==> src/rtl/sliding_window_argmin.sv <==
// Streaming arg-min: one register stage forms A*T, a second stage selects the
// minimum product over the last WIN accepted records and presents its account.
module sliding_window_argmin #(
  parameter int  DSIZE      = 8,
  parameter int  WIN        = 5,
  parameter int  TIE_NEWEST = 1,
  localparam int IW         = $clog2(WIN),
  localparam int PW         = 2 * DSIZE
) (
  input  logic             clk,
  input  logic             rst_n,
  input  logic             clear,
  input  logic             in_valid,
  output logic             in_ready,
  input  logic [DSIZE-1:0] in_account,
  input  logic [DSIZE-1:0] in_A,
  input  logic [DSIZE-1:0] in_T,
  output logic             out_valid,
  input  logic             out_ready,
  output logic [DSIZE-1:0] out_account,
  output logic [PW-1:0]    out_min,
  output logic [IW-1:0]    out_idx
);

  localparam logic [IW-1:0] FILL_MAX = IW'(WIN - 1);

  logic             ready_en_q, ready_en_d;
  logic             s1_valid_q, s1_valid_d;
  logic [PW-1:0]    s1_prod_q, s1_prod_d;
  logic [DSIZE-1:0] s1_acct_q, s1_acct_d;
  logic [IW-1:0]    fill_q, fill_d;
  logic [PW-1:0]    hist_prod_q [WIN-1];
  logic [PW-1:0]    hist_prod_d [WIN-1];
  logic [DSIZE-1:0] hist_acct_q [WIN-1];
  logic [DSIZE-1:0] hist_acct_d [WIN-1];
  logic             out_valid_q, out_valid_d;
  logic [DSIZE-1:0] out_account_q, out_account_d;
  logic [PW-1:0]    out_min_q, out_min_d;
  logic [IW-1:0]    out_idx_q, out_idx_d;

  logic             adv;
  logic             xfer;
  logic [PW-1:0]    cand_prod [WIN];
  logic [DSIZE-1:0] cand_acct [WIN];
  logic [PW-1:0]    best_prod;
  logic [DSIZE-1:0] best_acct;
  logic [IW-1:0]    best_idx;

  assign adv      = !out_valid_q || out_ready;
  assign in_ready = adv && ready_en_q && !clear;
  assign xfer     = in_valid && in_ready;

  // Candidate index 0 is the oldest history entry; the S1 record is the newest.
  always_comb begin : argmin
    for (int i = 0; i < WIN - 1; i++) begin
      cand_prod[i] = hist_prod_q[i];
      cand_acct[i] = hist_acct_q[i];
    end
    cand_prod[WIN-1] = s1_prod_q;
    cand_acct[WIN-1] = s1_acct_q;

    best_prod = cand_prod[0];
    best_acct = cand_acct[0];
    best_idx  = '0;
    for (int i = 1; i < WIN; i++) begin
      if ((TIE_NEWEST != 0) ? (cand_prod[i] <= best_prod) : (cand_prod[i] < best_prod)) begin
        best_prod = cand_prod[i];
        best_acct = cand_acct[i];
        best_idx  = IW'(i);
      end
    end
  end

  always_comb begin : next_state
    ready_en_d    = 1'b1;
    s1_valid_d    = s1_valid_q;
    s1_prod_d     = s1_prod_q;
    s1_acct_d     = s1_acct_q;
    fill_d        = fill_q;
    out_valid_d   = out_valid_q;
    out_account_d = out_account_q;
    out_min_d     = out_min_q;
    out_idx_d     = out_idx_q;
    for (int i = 0; i < WIN - 1; i++) begin
      hist_prod_d[i] = hist_prod_q[i];
      hist_acct_d[i] = hist_acct_q[i];
    end

    if (clear) begin
      fill_d      = '0;
      s1_valid_d  = 1'b0;
      out_valid_d = 1'b0;
    end else if (adv) begin
      s1_valid_d = xfer;
      s1_prod_d  = PW'(in_A) * PW'(in_T);
      s1_acct_d  = in_account;
      if (s1_valid_q) begin
        out_valid_d   = (fill_q == FILL_MAX);
        out_account_d = best_acct;
        out_min_d     = best_prod;
        out_idx_d     = best_idx;
        for (int i = 0; i < WIN - 2; i++) begin
          hist_prod_d[i] = hist_prod_q[i+1];
          hist_acct_d[i] = hist_acct_q[i+1];
        end
        hist_prod_d[WIN-2] = s1_prod_q;
        hist_acct_d[WIN-2] = s1_acct_q;
        if (fill_q != FILL_MAX) fill_d = fill_q + 1'b1;
      end else begin
        out_valid_d = 1'b0;
      end
    end
  end

  always_ff @(posedge clk or negedge rst_n) begin
    if (!rst_n) begin
      ready_en_q    <= 1'b0;
      s1_valid_q    <= 1'b0;
      s1_prod_q     <= '0;
      s1_acct_q     <= '0;
      fill_q        <= '0;
      out_valid_q   <= 1'b0;
      out_account_q <= '0;
      out_min_q     <= '0;
      out_idx_q     <= '0;
      for (int i = 0; i < WIN - 1; i++) begin
        hist_prod_q[i] <= '0;
        hist_acct_q[i] <= '0;
      end
    end else begin
      ready_en_q    <= ready_en_d;
      s1_valid_q    <= s1_valid_d;
      s1_prod_q     <= s1_prod_d;
      s1_acct_q     <= s1_acct_d;
      fill_q        <= fill_d;
      out_valid_q   <= out_valid_d;
      out_account_q <= out_account_d;
      out_min_q     <= out_min_d;
      out_idx_q     <= out_idx_d;
      for (int i = 0; i < WIN - 1; i++) begin
        hist_prod_q[i] <= hist_prod_d[i];
        hist_acct_q[i] <= hist_acct_d[i];
      end
    end
  end

  assign out_valid   = out_valid_q;
  assign out_account = out_account_q;
  assign out_min     = out_min_q;
  assign out_idx     = out_idx_q;

endmodule

==> config.mk <==
export PLATFORM = sky130hd
export DESIGN_NAME = sliding_window_argmin
export DESIGN_NICKNAME = d
export VERILOG_FILES = /design/src/rtl/sliding_window_argmin.sv
export SDC_FILE = /design/constraint.sdc
export NUM_CORES = 1
export LEC_CHECK = 0
export BUFFER_PORTS_ARGS = -buffer_cell sky130_fd_sc_hd__buf_2
export CORE_ASPECT_RATIO = 1.75
export CORE_MARGIN = 1.5
export CORE_UTILIZATION = 35
export CTS_CLUSTER_DIAMETER = 100
export DETAILED_ROUTE_END_ITERATION = 8
export SKIP_CTS_REPAIR_TIMING = 1
export SLEW_MARGIN = 20
export SYNTH_ARGS = -nofsm -noshare
export SYNTH_HDL_FRONTEND = slang
export SYNTH_SLANG_ARGS = --single-unit
export TNS_END_PERCENT = 20
==> constraint.sdc <==
create_clock -name clk -period 21.8 [get_ports clk]
set_input_delay 1.09 -clock clk [delete_from_list [all_inputs] [get_ports clk]]
set_output_delay 1.09 -clock clk [all_outputs]
set_load 0.05 [all_outputs]
==> flow_metrics.py <==
metrics = {
    "clocking": {
        "cts_max_level": 4,
        "clockBufferDepth": 2,
        "cts_made_buffers": 17,
        "cts_tree": "built",
        "clockRootBuffer": "clkbuf_16",
        "clkLatencyLatePin_ns": 0.44,
        "cts.sinks": 153,
        "clk_pin_slew_worst_paths_ns": 0.06,
    },
    "logic_synthesis": {
        "ys_warn_count": 0,
        "syn-mean-instance-area_um2": 8.686,
        "ys_ff_latch": 153,
        "synth_flop_cell": "dfrtp_1",
        "synth_edf_count": 0,
        "synthTopCellsByCount": "nand2_1 (340), dfrtp_1 (153), ha_1 (101)",
        "netlist_area_um2": 10400,
        "synth_top_area_frac": 0.3682,
        "synth_cell_types": 58,
        "syn-num-nets": 1363,
        "syn_inst": 1197,
        "async_reset_ff_frac": 1.000,
        "yosysSeqAreaShare": 0.3682,
        "yosysMostFrequentCell": "nand2_1",
        "netlist_top_cells_area": "dfrtp_1 (37%), nand2_1 (12%), ha_1 (12%), fa_1 (6.9%), a21oi_1 (4.2%)",
        "yosysTopAreaCell": "dfrtp_1",
    },
    "drt": {
        "wl_per_cell_um": 15.40,
        "drt_wl_total_mm": 25.04,
        "drc": 0,
        "drtPass1Iterations": 4,
        "routed-via-count": 8265,
        "ant_nets": 0,
        "drt_iter0_drc": 474,
        "via_per_inst": 5.083,
    },
    "die": {
        "rows": 83,
        "core_area_um2": 29290,
        "ios": 58,
        "dieArea_um2": 30790,
        "fp.dieH_um": 231.0,
        "initial_core_util": 0.3550,
        "die_width_um": 133.3,
    },
    "sta": {
        "drv_slew": 0,
        "fmax_mhz": 104.8,
        "finalCritPeriodShare": 0.4376,
        "layout_min_cycle_time_ns": 9.541,
        "finClkSkew_ns": 0.009551,
        "setup_viol": 0,
        "rsz0062_at_grt": "false",
        "slew_headroom": 0.2849,
        "finalHoldViolCount": 0,
        "worst_slew_pin_slew_ns": 1.073,
        "tns_ns": 0,
    },
    "setup_path": {
        "cp_max_fo": 42,
        "path_common_cell": "ha_1",
        "worstSetupPathType": "register to register",
        "worstReg2RegStart": "cand_prod[58]$_DFFE_PN0P_",
        "worstPathRequired_ns": 22.07,
        "slowest_stage": "nor2_1",
        "r2r-end": "out_account[3]$_DFFE_PN0P_",
        "critical_path_arrival_ns": 9.81,
        "end_kind": "register",
        "crit_path_start_kind": "register",
        "max_stage_delay_ns": 0.69,
        "rrSetupSlack_ns": 12.26,
        "ff2ff_path_depth": 38,
    },
    "global_route": {
        "grt_start_max_net_pins": 103,
        "use_met2": 0.3088,
        "overflow": 0,
        "grt_pass1_wl_mm": 42.08,
        "antenna_found_initial": 0,
        "grt_util_all_layers": 0.1706,
        "grt_pass1_vias": 8342,
        "grt-busiest-layer": "met2",
        "use_met3": 0.03140,
        "met1_usage": 0.1920,
    },
    "cells_and_area": {
        "area_growth_pct": 12.53,
        "drive_above_1_share": 0.1021,
        "fin_nets": 1397,
        "n_antenna_cell": 0,
    },
    "run": {
        "maxCapViolCount": 0,
    },
    "status": {
        "status": "complete, no violations",
    },
    "min_path": {
        "worstHoldStart": "out_idx[1]$_DFFE_PN0P_",
        "holdCritPathClass": "register to register",
        "whs_path_depth": 2,
        "whs_endpoint": "out_idx[1]$_DFFE_PN0P_",
    },
    "placed_design": {
        "io_buffers": 57,
        "dp_hpwl_mm": 18.74,
        "place_congestion": 0.8977,
    },
}
==> per-stage QoR <==
step           hold slack [ns]  setup slack, ns  utilization  cells  cell area (µm²)
2_1_floorplan           0.4418            14.04            -   1197            10400
3_3_place_gp            0.4482            12.56       0.3762   1594            11020
3_5_place_dp            0.4619            12.29       0.3762   1594            11020
4_1_cts                 0.4765            12.28       0.3995   1626            11700
5_1_grt                 0.5077            11.31       0.3995   1626            11700
6_report                0.4637            12.26       0.3995   1626            11700
==> cells by family after synthesis <==
family | share of synthesized area
AND/OR/NAND/NOR | 0.2125
AO/OA/AOI/OAI | 0.1495
flip-flops | 0.3682
adder cells (fa/ha/maj) | 0.1909
buffers and inverters | 0.04621
multiplexers | 0.02142
XOR/XNOR | 0.01095
other | 0.0003607
==> how the worst max path moves through the flow <==
stage                     cells after the start  slack, ns                         end                       from
after floorplan                              40      14.04     out_min[10]$_DFFE_PN0P_  cand_prod[62]$_DFFE_PN0P_
after global placement                       37      12.56  out_account[5]$_DFFE_PN0P_  cand_prod[58]$_DFFE_PN0P_
after detailed placement                     37      12.29  out_account[1]$_DFFE_PN0P_  cand_prod[58]$_DFFE_PN0P_
after CTS                                    37      12.28  out_account[1]$_DFFE_PN0P_  cand_prod[58]$_DFFE_PN0P_
after global routing                         37      11.31  out_account[4]$_DFFE_PN0P_  cand_prod[62]$_DFFE_PN0P_
final                                        38      12.26  out_account[3]$_DFFE_PN0P_  cand_prod[58]$_DFFE_PN0P_
==> routing by layer <==
| metal | routed length (µm) | vias up |
|---|---|---|
| met5 | 0 | - |
| met4 | 975 | 0 |
| met1 | 10050 | 3980 |
| met3 | 646 | 58 |
| met2 | 13360 | 127 |
| li1 | - | 4100 |
==> layout by cell type (no fill, tap or decap), types with 10 or more instances in the layout <==
cell and n:
a211o_1 15, a21boi_1 14, a21o_1 17, a21oi_1 88, and2_1 43, buf_2 56
clkbuf_16 17, dfrtp_1 153, fa_1 36, ha_1 101, inv_1 70, mux2_2 10
mux2i_1 11, nand2_1 339, nand4_1 11, nor2_1 41, o21ai_0 72, or3_1 18
xor2_1 10
==> worst max-delay path: cells and delay by family (launching register included) <==
kind | cells | cell delay (ns)
muxes | 1 | 0.24
buffers and inverters | 4 | 0.83
DFF | 1 | 0.41
adders and majority gates | 4 | 1.09
AOI/OAI and AO/OA | 15 | 2.70
and+or+nand+nor | 14 | 4.04
==> sequential cells by signal, summed over array words and instances, names as in the netlist <==
name,cells
cand_acct,32
ready_en_q,1
s1_acct_q,8
s1_valid_q,1
s1_prod_q,16
fill_q,3
out_idx,3
out_account,8
out_valid,1
cand_prod,64
out_min,16
==> area by class of cell <==
cell class              count  area (µm²)
clock buffers              19       442.9
clock inverters            13       239.0
fillers                  2987       17590
inverters                  70       262.8
multi-input cells         924        6097
flip-flops and latches    153        3829
well taps                 382       478.0
repair buffers             65       351.6
Power is not shown: default switching activity piles up to over one toggle a cycle in this logic, so the estimate is an artifact.
